## src/rtl/mul_sa_if.sv

```systemverilog
// Handshake and operand/result bundle between the modular-multiply controller and mul_sa.
// The master drives request and operands; the slave returns ack, FSM state and product.
interface mul_sa_if #(
  parameter int MSB = 7
);
  logic             enable;
  logic             req;
  logic             ack;
  logic [1:0]       cst;
  logic [1:0]       nst;
  logic [MSB:0]     rx_data_1;
  logic [MSB:0]     rx_data_2;
  logic [2*MSB+1:0] tx_data;

  modport master (
    output enable, req, rx_data_1, rx_data_2,
    input  ack, cst, nst, tx_data
  );

  modport slave (
    input  enable, req, rx_data_1, rx_data_2,
    output ack, cst, nst, tx_data
  );
endinterface

```

## src/rtl/mul_sa.sv

```systemverilog
// Sequential shift-add unsigned multiplier feeding the modular-remainder stage.
// Optional macro MUL_EARLY_EXIT_EN ends the loop once the multiplier has shifted to zero.
module mul_sa #(
  parameter int MSB = 7
) (
  input  logic     clk0,
  input  logic     rstn,
  mul_sa_if.slave  bus
);

  localparam int W  = MSB + 1;
  localparam int CW = $clog2(MSB + 2);

  typedef enum logic [1:0] {
    ST_IDLE = 2'b00,
    ST_LOAD = 2'b01,
    ST_IF   = 2'b11,
    ST_CALC = 2'b10
  } state_t;

  state_t          r_cst;
  state_t          w_nst;
  logic            r_reqD;
  logic            w_reqX;
  logic            w_done;
  logic [2*W-1:0]  r_p;
  logic [2*W-1:0]  r_a;
  logic [W-1:0]    r_b;
  logic [CW-1:0]   r_cnt;
  logic [2*W-1:0]  r_tx;

  assign w_reqX = bus.req ^ r_reqD;

`ifdef MUL_EARLY_EXIT_EN
  assign w_done = (r_cnt == CW'(W)) || (r_b == '0);
`else
  assign w_done = (r_cnt == CW'(W));
`endif

  always_comb begin
    w_nst = ST_IDLE;
    case (r_cst)
      ST_IDLE: w_nst = w_reqX ? ST_LOAD : ST_IDLE;
      ST_LOAD: w_nst = ST_IF;
      ST_IF:   w_nst = w_done ? ST_IDLE : ST_CALC;
      ST_CALC: w_nst = ST_IF;
      default: w_nst = ST_IDLE;
    endcase
  end

  // Datapath is keyed on the next state so each register updates on the edge that enters that state.
  always_ff @(posedge clk0 or negedge rstn) begin
    if (!rstn) begin
      r_reqD <= 1'b0;
      r_cst  <= ST_IDLE;
      r_p    <= '0;
      r_a    <= '0;
      r_b    <= '0;
      r_cnt  <= '0;
      r_tx   <= '0;
    end else if (bus.enable) begin
      r_reqD <= bus.req;
      r_cst  <= w_nst;
      case (w_nst)
        ST_LOAD: begin
          r_p   <= '0;
          r_a   <= {{W{1'b0}}, bus.rx_data_1};
          r_b   <= bus.rx_data_2;
          r_cnt <= '0;
        end
        ST_CALC: begin
          if (r_b[0]) begin
            r_p <= r_p + r_a;
          end
          r_a   <= r_a << 1;
          r_b   <= r_b >> 1;
          r_cnt <= r_cnt + CW'(1);
        end
        ST_IDLE: begin
          r_tx <= r_p;
        end
        default: begin
        end
      endcase
    end
  end

  assign bus.ack     = (r_cst == ST_IDLE);
  assign bus.cst     = r_cst;
  assign bus.nst     = w_nst;
  assign bus.tx_data = r_tx;

endmodule

```

## src/flat_wrapper.sv

```systemverilog
// flat-port wrapper written by rule: the top's interface ports become plain ports
module mul_sa_flat 
#(
  parameter int MSB = 7
)
  (clk0, rstn, bus_enable, bus_req, bus_rx_data_1, bus_rx_data_2, bus_ack, bus_cst, bus_nst, bus_tx_data);
  mul_sa_if #(.MSB(MSB)) bus_i ();
  input  logic clk0;
  input  logic rstn;
  input wire logic [$bits(bus_i.enable)-1:0] bus_enable;
  input wire logic [$bits(bus_i.req)-1:0] bus_req;
  input wire logic [$bits(bus_i.rx_data_1)-1:0] bus_rx_data_1;
  input wire logic [$bits(bus_i.rx_data_2)-1:0] bus_rx_data_2;
  output wire logic [$bits(bus_i.ack)-1:0] bus_ack;
  output wire logic [$bits(bus_i.cst)-1:0] bus_cst;
  output wire logic [$bits(bus_i.nst)-1:0] bus_nst;
  output wire logic [$bits(bus_i.tx_data)-1:0] bus_tx_data;
  assign bus_i.enable = bus_enable;
  assign bus_i.req = bus_req;
  assign bus_i.rx_data_1 = bus_rx_data_1;
  assign bus_i.rx_data_2 = bus_rx_data_2;
  assign bus_ack = bus_i.ack;
  assign bus_cst = bus_i.cst;
  assign bus_nst = bus_i.nst;
  assign bus_tx_data = bus_i.tx_data;
  mul_sa #(.MSB(MSB)) u_core (.clk0(clk0), .rstn(rstn), .bus(bus_i));
endmodule
```

## config.mk

```make
export PLATFORM = sky130hd
export DESIGN_NAME = mul_sa_flat
export DESIGN_NICKNAME = d
export VERILOG_FILES = /design/src/rtl/mul_sa_if.sv /design/src/rtl/mul_sa.sv /design/src/flat_wrapper.sv
export SDC_FILE = /design/constraint.sdc
export NUM_CORES = 1
export LEC_CHECK = 0
export CAP_MARGIN = 30
export CORE_MARGIN = 2
export CORE_UTILIZATION = 50
export DETAILED_ROUTE_END_ITERATION = 8
export GPL_TIMING_DRIVEN = 0
export PLACE_DENSITY_LB_ADDON = 0.3
export SYNTH_ARGS = -nofsm -noshare
export SYNTH_HDL_FRONTEND = slang
export SYNTH_SLANG_ARGS = --single-unit
```

## constraint.sdc

```tcl
create_clock -name clk0 -period 2.6 [get_ports clk0]
set_input_delay 0.39 -clock clk0 [delete_from_list [all_inputs] [get_ports clk0]]
set_output_delay 0.39 -clock clk0 [all_outputs]
set_load 0.1 [all_outputs]
```

; ---- Yosys cells after proc, flatten, opt, wreduce, memory -nomap -nowiden
; Cells that the tools add are included.
[totals]
reg_bits = 63
inputBits = 20
output_inout_bits = 21
word_cells = 32
[op_classes]
addsub = 2
eq_ne = 7
mux = 8
bitwise = 1
reduce_logical = 7
[op_table]
columns = cell, count
row1 = one-hot mux 16 bit (2 select lines), 2
row2 = adder 16 bit, 1
row3 = 2-to-1 mux 16 bit, 1
row4 = one-hot mux 8 bit (2 select lines), 1
row5 = one-hot mux 4 bit (2 select lines), 1
row6 = equality test 2 bit (second input constant), 3
row7 = one-hot mux 2 bit (3 select lines), 1
row8 = adder 4 x 1 -> 4 bit (second input constant), 1
row9 = equality test 2 x 1 -> 1 bit (second input constant), 2
row10 = equality test 4 bit (second input constant), 1
row11 = logical NOT 2 bit, 2
row12 = AND reduction 2 bit, 2
row13 = AND reduction 3 bit, 1
row14 = 2-to-1 mux 2 bit, 1
row15 = inequality test 2 x 1 -> 1 bit (second input constant), 1
row16 = nonzero test 2 bit, 1
row17 = OR reduction 2 bit, 1
row18 = 2-to-1 mux 1 bit, 1
row19 = XOR 1 bit, 1

; ---- Logic depth before layout (Yosys ltp)
; Gate-level depths: netlist of run 1.
[logic_depth]
ltp_word = 6
mapped_depth = 14
ltp_nobuf = 13

; ---- Least setup slack after synthesis of run 1
; Ideal clock, no wire load.
[synth_timing]
path_type = reg2reg
from = register u_core.r_cst[0], in the netlist u_core.bus.cst[0]
to = register u_core.r_p[14]
setup_time_ns = 0.123
arrival_time_ns = 4.920
t_required_ns = 2.477
slack_ns = -2.444
stages_incl_launch_ff = 13
path_buffers = 1
synth_period_minus_slack_ns = 5.044
path_cell_list = dfrtp_1 -> inv_1 -> ha_1 -> nor2_1 -> a21oi_1 -> inv_1 -> ha_1 -> and2_1 -> buf_2 -> and3_1 -> and4_1 -> a211oi_1 -> nand2_1
[synth_via]
word_cells_on_any_way = 12
cone_classes = 6 x eq/ne / 2 x mux / 4 x reduce/logical
[synth_rtl]
columns = item, line_no
row1 = "start, declared", mul_sa.sv:21  ; state_t r_cst;
row2 = "start signal, assigned", mul_sa.sv:63  ; r_cst <= w_nst;
row3 = logical NOT 2 bit *, --
row4 = named net bus_ack, flat_wrapper.sv:14  ; output wire logic [$bits(bus_i.ack)-1:0] bus_ack;
row5 = one-hot mux 2 bit (3 select lines) *, mul_sa.sv:42  ; case (r_cst)
row6 = named net bus_nst[0], flat_wrapper.sv:16  ; output wire logic [$bits(bus_i.nst)-1:0] bus_nst;
row7 = equality test 2 bit / equality test 2 x 1 -> 1 bit (equally long branches), mul_sa.sv:64  ; case (w_nst)
row8 = inequality test 2 x 1 -> 1 bit (no source line) / nonzero test 2 bit (equally long branches), --
row9 = AND reduction 3 bit (no source line), --
row10 = "end signal, assigned", mul_sa.sv:73  ; r_p <= r_p + r_a;
row11 = "end, declared", mul_sa.sv:26  ; logic [2*W-1:0] r_p;
; Mark *: on every way through the listed nets, which the timed path passes. The rest lies on a longest branch.
; A chain may end at the register's enable or synchronous reset.

; ---- Worst setup path in the final report of run 1
[layout_timing]
from = register u_core.r_cst[1], in the netlist u_core.bus.cst[1]
to = output bus_nst[0]
[layout_via]
elab_chain_len = 3
word_cells_on_any_way = 6
cone_classes = 3 x eq/ne / 1 x mux / 2 x reduce/logical
[layout_rtl]
columns = item, line_no
row1 = equality test 2 x 1 -> 1 bit / equality test 2 bit (equally long branches), mul_sa.sv:42
row2 = OR reduction 2 bit (no source line), --
row3 = one-hot mux 2 bit (3 select lines) *, mul_sa.sv:42
row4 = "end, declared", flat_wrapper.sv:16
; Every way passes the cells marked *; elsewhere a longest branch is shown, timed or not.

==> impl_metrics.env, run 1 <==
export IMPL_drv_cap=0
export IMPL_crit_path_max_incr_delay_ns=0.87
export IMPL_via_count=2608
export IMPL_async_flop_share_pct=100.0
export IMPL_clk_path_buf_depth=2
export IMPL_multi_input_area_mm2=0.001732
export IMPL_critPathKind="reg2out"
export IMPL_p_switching_mw=2.641
export IMPL_p_int_mw=3.092
export IMPL_synth_most_common_cell="nand2_1"
export IMPL_grt_max_degree=41
export IMPL_place_inst=454
export IMPL_synth_cells=337
export IMPL_place_worst_setup_slack_ns=-0.3218
export IMPL_drtPass1Iterations=4
export IMPL_power_density_mw_per_mm2=1337
export IMPL_first_global_vias=2646
export IMPL_power_frac_comb_pct=54.2
export IMPL_io_buffers=39
export IMPL_cp_cell_sequence="inv_4, ha_4, nor2_4, a21oi_4, dlygate4sd2_1"
export IMPL_cp_required_ns=2.21
export IMPL_root_buffer="clkbuf_8"
export IMPL_p_sw_share_pct=46.06
export IMPL_fin_nets=431
export IMPL_route_detailed_drc=0
export IMPL_drtAntennaViolNets=0
export IMPL_setup_tns_ns=0
export IMPL_drt_total_wl_mm=7.290
export IMPL_area_growth_syn_to_layout_pct=28.73
export IMPL_synth_nets=379
export IMPL_core_area_mm2=0.006386
export IMPL_layout_setup_ws_ns=0.06922
export IMPL_power_mw=5.733
export IMPL_die_area_mm2=0.007333
export IMPL_grt_antenna_before_repair=0
export IMPL_setup_viol=0
export IMPL_fillers=498
export IMPL_synth_area_leaders="dfrtp_1 (47%), ha_1 (7.9%), nand2_1 (7.2%)"
export IMPL_grt_pass1_wl_mm=12.57
export IMPL_ys_warn_count=0
export IMPL_avgViaCountPerCell=5.537
export IMPL_p_leak_nw=2.067
export IMPL_holdWs_ns=0.02406
export IMPL_fin_crit_ns=2.531
export IMPL_yosysTopAreaCell="dfrtp_1"
export IMPL_startpoint_type="flop"
export IMPL_numCtsBuffers=9
export IMPL_gr_usage_all_layers_pct=21.97
export IMPL_hold_path_class="in2async"
export IMPL_placed_area_mm2=0.003988
export IMPL_finClkSkew_ns=0.004420
export IMPL_io_pins=41
export IMPL_path_max_fanout=4
export IMPL_crit_slowest_cell="dlygate4sd2_1"
export IMPL_synth_area_per_cell_um2=9.887
export IMPL_synth_top_area_share_pct=47.32
export IMPL_syn_area_mm2=0.003332
export IMPL_die_height_um=85.63
export IMPL_maxSlewHeadroom_pct=34.00
export IMPL_rsz0062_at_grt="false"
export IMPL_crit_family="buffers and inverters"
export IMPL_vdd_ir_drop_max_uv=1416
export IMPL_clock_power_share_pct=20.5
export IMPL_met3_length_um=292
export IMPL_gp_congestion=0.9404
export IMPL_wirelength_met1_mm=3.380
export IMPL_synth_ff_type="dfrtp_1"
export IMPL_p_seq_share_pct=25.3
export IMPL_worstPathArrival_ns=2.14
export IMPL_drtIter0Drc=138
export IMPL_cts_tree="yes"
export IMPL_final_area_mm2=0.004289
export IMPL_worst_pin_slew_ns=0.9869
export IMPL_overflow=0
export IMPL_rows=29
export IMPL_fin_util_pct=67.16
export IMPL_synth_edf_count=0
export IMPL_synthTopCellsByCount="nand2_1 (64), dfrtp_1 (63), o21ai_0 (36)"
export IMPL_dp_final_hpwl_mm=5.264
export IMPL_diodes=0
export IMPL_cp_num_buf_inv=2
export IMPL_cp_startpoint="u_core.bus.cst[1]"
export IMPL_worstReg2RegStart="u_core.r_cnt[0]"
export IMPL_drive_gt1_share_pct=16.75
export IMPL_layout_cells_non_filler=471
export IMPL_status="finished, final reports clean"
export IMPL_period_share_pct=97.34
export IMPL_wl_per_cell_um=15.48
export IMPL_ctsHoldBuffers=0
export IMPL_ys_types=40
export IMPL_cp_end_kind="output pin"
export IMPL_clk_latency_ns=0.34
export IMPL_ys_ff_latch=63
export IMPL_slew_violations=0
export IMPL_htreeDepth=3
export IMPL_initial_utilization_pct=52.17
export IMPL_clkTransAtPathRegs_ns=0.07
export IMPL_seq_area_frac_synth_pct=47.32
export IMPL_met2WireLength_mm=3.512
export IMPL_max_freq_mhz=395.1
export IMPL_die_w_um=85.63
export IMPL_highest_layer="met4"
export IMPL_seq_area_mm2=0.001584
export IMPL_hold_viol_final=0
export IMPL_clkSinkCount=63
power groups by stage:
| stage | logic (mW) | clock network (mW) | registers, mW |
|---|---|---|---|
| final | 3.11 | 1.18 | 1.45 |
| after global routing | 3.34 | 1.24 | 1.48 |
| after CTS | 3.08 | 1.19 | 1.45 |
| after detailed placement | 3.06 | 0 | 1.46 |
| after global placement | 2.99 | 0 | 1.45 |
| after floorplan | 1.95 | 0 | 1.88 |
area by class of cell:
cell class	instances	share of cell area, %
buffer	13	2.888
tap	77	2.246
clock buffer	11	3.530
inverter	16	1.459
timing repair buffer	41	9.597
multi-input combinational	245	40.37
clock inverter	5	2.975
sequential	63	36.93
routing by layer:
metal  up-vias  track usage, %
met5         -               0
met4         0           7.937
met3         9           4.427
met2        59           36.36
met1      1254           28.72
li1       1286               -
repair_timing:
item,4_1_cts,5_1_grt
gates resized for setup,7,2
endpoints found under the hold margin,0,0
setup buffers,0,1
pin swaps,0,1
setup endpoints to repair,13,12
layout by cell type, fill, tap and decap left out, types with 3 or more instances in the layout:
cell and n:
mux2i_1 16, dfrtp_1 61, nand3_1 17, a21oi_1 9, a21o_1 8, mux2_2 16
buf_4 3, ha_1 19, clkbuf_8 16, bufinv_16 4, o21ai_1 3, xor2_1 9
nor3_1 5, xnor2_1 3, nand2_1 63, clkdlybuf4s50_1 35, o21ai_0 34, inv_1 13
a31oi_1 4, nor2_1 4
kinds of logic after synthesis:
kind of cell               synth area share [%]
buffers and inverters                     3.379
DFF                                       47.31
and+or+nand+nor                           13.18
adders and majority gates                 8.487
AOI/OAI and AO/OA                         14.27
xor gates and xnor gates                  3.155
muxes                                     10.21
state kept, by name, indices dropped and copies added (netlist names):
register            cells
u_core.bus.tx_data     16
u_core.r_a             16
u_core.r_p             16
u_core.r_b              8
u_core.r_cnt            4
u_core.bus.cst          2
u_core.r_reqD           1
worst paths after layout:
kind	slack, ns	cells after the start	end
max	0.07	5	bus_nst[0]
min in group clk0	0.45	3	u_core.bus.cst[1]
max in group asynchronous	1.95	2	u_core.bus.cst[0]
min reg2reg	0.48	2	u_core.bus.tx_data[1]
min	0.02	1	u_core.r_p[4]
max reg2reg	0.14	13	u_core.r_p[14]
Power figures use the tool's default switching activity.
==> run 2: changes to the inputs <==
--- a/config.mk
+++ b/config.mk
@@ -8,6 +8,7 @@
 export CAP_MARGIN = 30
 export CORE_MARGIN = 2
 export CORE_UTILIZATION = 50
+export CTS_BUF_LIST = sky130_fd_sc_hd__clkbuf_16
 export DETAILED_ROUTE_END_ITERATION = 8
 export GPL_TIMING_DRIVEN = 0
 export PLACE_DENSITY_LB_ADDON = 0.3
==> run 2 against run 1 <==
  * Global-route usage is 0.67 points higher
  * Via count grew 0.96%
  * Flip-flop and latch count unchanged
  * Cell count stayed put
  * First-iteration DRC count is 1.4% higher
  * Register-to-register slack gained 0.02 ns
  * Clock power is 23% higher
  * Wire length increased by 3.8%
  * Critical endpoint unchanged
  * Power is 5.1% higher
  * Critical path depth is the same
  * Critical path type unchanged
==> impl_metrics.env, run 2 (synthesis results as in run 1) <==
export IMPL_status="finished, final reports clean"
export IMPL_ctsHoldBuffers=0
export IMPL_hold_path_class="in2async"
export IMPL_place_worst_setup_slack_ns=-0.3218
export IMPL_startpoint_type="flop"
export IMPL_area_growth_syn_to_layout_pct=31.17
export IMPL_fin_util_pct=68.44
export IMPL_fillers=488
export IMPL_drt_total_wl_mm=7.564
export IMPL_worst_pin_slew_ns=0.9846
export IMPL_cts_tree="yes"
export IMPL_clk_latency_ns=0.33
export IMPL_clk_path_buf_depth=2
export IMPL_die_height_um=85.63
export IMPL_worstReg2RegStart="u_core.r_cnt[0]"
export IMPL_layout_cells_non_filler=471
export IMPL_drv_cap=0
export IMPL_drtIter0Drc=140
export IMPL_drtPass1Iterations=4
export IMPL_final_cell_mix="nand2_1 (63), dfrtp_1 (61), clkdlybuf4s50_1 (35)"
export IMPL_io_pins=41
export IMPL_rrSetupSlack_ns=0.16
export IMPL_wl_per_cell_um=16.06
export IMPL_layout_setup_ws_ns=0.07542
export IMPL_path_max_fanout=4
export IMPL_vdd_ir_drop_max_uv=1388
export IMPL_finClkSkew_ns=0.004654
export IMPL_p_leak_nw=2.102
export IMPL_initial_utilization_pct=52.17
export IMPL_root_buffer="clkbuf_16"
export IMPL_diodes=0
export IMPL_drtAntennaViolNets=0
export IMPL_rows=29
export IMPL_io_buffers=39
export IMPL_setup_viol=0
export IMPL_gr_usage_all_layers_pct=22.64
export IMPL_cp_startpoint="u_core.bus.cst[1]"
export IMPL_hold_viol_final=0
export IMPL_grt_pass1_wl_mm=12.83
export IMPL_htreeDepth=3
export IMPL_cp_required_ns=2.21
export IMPL_first_global_vias=2693
export IMPL_grt_max_degree=41
export IMPL_core_area_mm2=0.006386
export IMPL_max_freq_mhz=396.1
export IMPL_period_share_pct=97.10
export IMPL_fin_nets=431
export IMPL_numCtsBuffers=9
export IMPL_power_density_mw_per_mm2=1379
export IMPL_worstPathArrival_ns=2.13
export IMPL_via_count=2633
export IMPL_drive_gt1_share_pct=16.24
export IMPL_overflow=0
export IMPL_setup_tns_ns=0
export IMPL_holdWs_ns=0.04030
export IMPL_clkSinkCount=63
export IMPL_layout_commonest_cell="nand2_1"
export IMPL_critPathKind="reg2out"
export IMPL_maxSlewHeadroom_pct=34.16
export IMPL_fin_crit_ns=2.525
export IMPL_die_area_mm2=0.007333
export IMPL_slew_violations=0
export IMPL_route_detailed_drc=0
export IMPL_place_inst=454
export IMPL_clkTransAtPathRegs_ns=0.06
export IMPL_cp_end_kind="output pin"
export IMPL_gp_congestion=0.9404
export IMPL_dp_final_hpwl_mm=5.264
export IMPL_die_w_um=85.63
export IMPL_avgViaCountPerCell=5.590
export IMPL_grt_antenna_before_repair=0
## run 2: cell count changes in the layout (fill, tap and decap cells not counted)
| cell | previous run | this run |
|---|---|---|
| clkinv_1 | 0 | 2 |
| clkbuf_16 | 0 | 9 |
| clkbuf_8 | 16 | 5 |
## run 2: what timing repair did
action / 4_1_cts / 5_1_grt
buffers inserted: 0 / 1
pin swaps: 0 / 1
gates cloned: 0 / 0
gates resized for setup: 7 / 2
endpoints found under the setup margin: 13 / 12
## run 2: stage by stage
| step | power, mW | cell area [um2] |
|---|---|---|
| after global routing | 6.359 | 4370 |
| after CTS | 6.007 | 4357 |
| after global placement | 4.434 | 3973 |
| after detailed placement | 4.517 | 3988 |
| after floorplan | 3.827 | 3486 |
| final | 6.027 | 4370 |
## run 2: final timing paths
| path | end | cells after the start |
|---|---|---|
| max | bus_nst[0] | 5 |
| min | u_core.r_p[4] | 1 |
| max reg2reg | u_core.r_p[14] | 13 |
| min reg2reg | u_core.bus.tx_data[1] | 2 |
| max in group asynchronous | u_core.bus.cst[1] | 2 |
| min in group clk0 | u_core.bus.cst[1] | 3 |
## run 2: cell type report
class	count	area, um2	area share (%)
clock inverter	7	135.1	3.092
tap	77	96.34	2.204
buffer	13	123.9	2.834
multi-input combinational	245	1732	39.62
inverter	16	62.56	1.431
timing repair buffer	41	411.6	9.419
sequential	63	1584	36.24
clock buffer	9	225.2	5.153
## run 2: metal layers
layer | global-route usage (%) | routed length, um | share of wire (%) | up-vias
met3 | 3.561 | 242 | 3.2 | 15
met4 | 10.39 | 167 | 2.2 | 0
met5 | 0 | 0 | 0 | -
met1 | 28.81 | 3460 | 46 | 1277
met2 | 38.00 | 3693 | 49 | 56
li1 | - | - | - | 1285
## run 2: critical path, cell delays in order, from the launching register on
cell,delay [ns]
dfrtp_4,0.49
inv_4,0.07
ha_4,0.18
nor2_4,0.05
a21oi_4,0.13
dlygate4sd2_1,0.87
## run 2: power breakdown
group | internal, mW | total [mW] | leakage, nW | switching (mW)
Clock | 1.03 | 1.45 | 0.171 | 0.428
Sequential | 1.25 | 1.45 | 0.846 | 0.203
Combinational | 1.06 | 3.12 | 1.08 | 2.06
==> run 3: changes to the inputs <==
--- a/config.mk
+++ b/config.mk
@@ -12,6 +12,7 @@
 export DETAILED_ROUTE_END_ITERATION = 8
 export GPL_TIMING_DRIVEN = 0
 export PLACE_DENSITY_LB_ADDON = 0.3
+export SLEW_MARGIN = 5
 export SYNTH_ARGS = -nofsm -noshare
 export SYNTH_HDL_FRONTEND = slang
 export SYNTH_SLANG_ARGS = --single-unit
==> run 3 against run 2 <==
  * Non-clock buffer count unchanged
  * Utilization down 1.9 points
  * Flip-flop and latch count stayed put
  * Critical endpoint unchanged
  * Wire length fell by 4.3%
  * Largest cell class unchanged
  * Via count rose by 0.15%
  * Clock skew rose by 0.0014 ns
  * Register-to-register slack about the same
  * Power down 7.4%
==> impl_metrics.env, run 3 (synthesis results as in run 1) <==
export IMPL_status="finished, final reports clean"
export IMPL_via_count=2637
export IMPL_rows=29
export IMPL_worstPathArrival_ns=2.12
export IMPL_fin_crit_ns=2.514
export IMPL_finClkSkew_ns=0.006045
export IMPL_hold_viol_final=0
export IMPL_gp_congestion=0.9404
export IMPL_gr_usage_all_layers_pct=21.91
export IMPL_slew_violations=0
export IMPL_clk_latency_ns=0.33
export IMPL_place_worst_setup_slack_ns=-0.3290
export IMPL_cp_cell_sequence="inv_4, ha_4, nor2_4, a21oi_4, dlygate4sd2_1"
export IMPL_wl_per_cell_um=15.37
export IMPL_drt_total_wl_mm=7.238
export IMPL_cts_tree="yes"
export IMPL_fin_nets=431
export IMPL_crit_path_max_incr_delay_ns=0.87
export IMPL_first_global_vias=2636
export IMPL_critPathKind="reg2out"
export IMPL_cp_required_ns=2.21
export IMPL_setup_viol=0
export IMPL_initial_utilization_pct=52.17
export IMPL_period_share_pct=96.68
export IMPL_avgViaCountPerCell=5.599
export IMPL_setup_tns_ns=0
export IMPL_overflow=0
export IMPL_grt_pass1_wl_mm=12.40
export IMPL_path_max_fanout=4
export IMPL_drtAntennaViolNets=0
export IMPL_cp_num_buf_inv=2
export IMPL_route_detailed_drc=0
export IMPL_clk_path_buf_depth=2
export IMPL_layout_commonest_cell="nand2_1"
export IMPL_io_pins=41
export IMPL_clkSinkCount=63
export IMPL_worstReg2RegStart="u_core.r_a[0]"
export IMPL_die_area_mm2=0.007333
export IMPL_startpoint_type="flop"
export IMPL_fin_util_pct=66.52
export IMPL_power_density_mw_per_mm2=1314
export IMPL_drv_cap=0
export IMPL_crit_slowest_cell="dlygate4sd2_1"
export IMPL_cp_end_kind="output pin"
export IMPL_p_leak_nw=2.068
export IMPL_area_growth_syn_to_layout_pct=27.49
export IMPL_dp_final_hpwl_mm=5.169
export IMPL_grt_max_degree=64
export IMPL_maxSlewHeadroom_pct=35.31
export IMPL_io_buffers=39
export IMPL_max_freq_mhz=397.8
export IMPL_ctsHoldBuffers=0
export IMPL_cp_startpoint="u_core.bus.cst[1]"
export IMPL_core_area_mm2=0.006386
export IMPL_clkTransAtPathRegs_ns=0.05
export IMPL_crit_family="buffers and inverters"
export IMPL_rsz0062_at_grt="false"
export IMPL_drive_gt1_share_pct=15.99
export IMPL_numCtsBuffers=9
export IMPL_drtPass1Iterations=4
export IMPL_die_w_um=85.63
export IMPL_die_height_um=85.63
export IMPL_root_buffer="clkbuf_16"
export IMPL_worst_pin_slew_ns=0.9674
export IMPL_layout_setup_ws_ns=0.08644
export IMPL_hold_path_class="in2async"
export IMPL_vdd_ir_drop_max_uv=1516
export IMPL_grt_antenna_before_repair=0
export IMPL_htreeDepth=3
export IMPL_diodes=0
export IMPL_drtIter0Drc=95
export IMPL_final_cell_mix="nand2_1 (63), dfrtp_1 (61), clkdlybuf4s50_1 (35)"
## run 3: cell types whose count changed in the layout (fill, tap and decap cells not counted), sizes merged
cell | before | now
bufinv | 4 | 0
clkbuf | 19 | 20
clkdlybuf4s15 | 1 | 0
clkinv | 2 | 5
clkinvlp | 1 | 0
inv | 16 | 18
## run 3: metrics by stage
step | total power, mW | cell area (um2) | hold WS [ns] | cells
finish | 5.583 | 4248 | 0.1341 | 471
global route | 5.921 | 4248 | 0.2214 | 471
CTS | 5.579 | 4235 | 0.1803 | 469
detailed placement | 4.516 | 3970 | 0.4718 | 453
global placement | 4.434 | 3973 | 0.4597 | 453
floorplan | 3.827 | 3486 | 0.09441 | 337
## run 3: repair_timing
item / in CTS / in global routing
pin swaps: 0 / 1
endpoints found under the setup margin: 13 / 11
gates resized for setup: 6 / 2
setup buffers: 0 / 2
## run 3: per-layer routing
metal | vias to the layer above | wire, um | global-route usage [%]
met5 | - | 0 | 0
met4 | 0 | 186 | 11.98
met3 | 13 | 254 | 3.465
met2 | 57 | 3443 | 35.23
met1 | 1274 | 3354 | 28.39
li1 | 1293 | - | -
## run 3: worst paths after layout
path	end	slack, ns	depth (start not counted)
max	bus_nst[0]	0.09	5
min	u_core.r_p[3]	0.13	1
max reg2reg	u_core.r_p[12]	0.17	9
min reg2reg	u_core.bus.tx_data[1]	0.48	2
max in group asynchronous	u_core.bus.cst[0]	1.86	1
min in group clk0	u_core.bus.cst[1]	0.46	3
## run 3: area by class of cell
cell class | instances | area, um2
plain buffers | 13 | 123.9
clock buffers | 9 | 225.2
clock inverters | 7 | 32.53
fillers | 493 | 2138
inverters | 16 | 62.56
multi-input cells | 245 | 1728
flip-flops and latches | 63 | 1584
well taps | 77 | 96.34
repair buffers | 41 | 395.4
## run 3: report_power, final
part	switching (mW)	internal, mW
sequential	0.204	1.25
combinational	2.03	1.06
clock	0.415	0.627
total	2.65	2.93
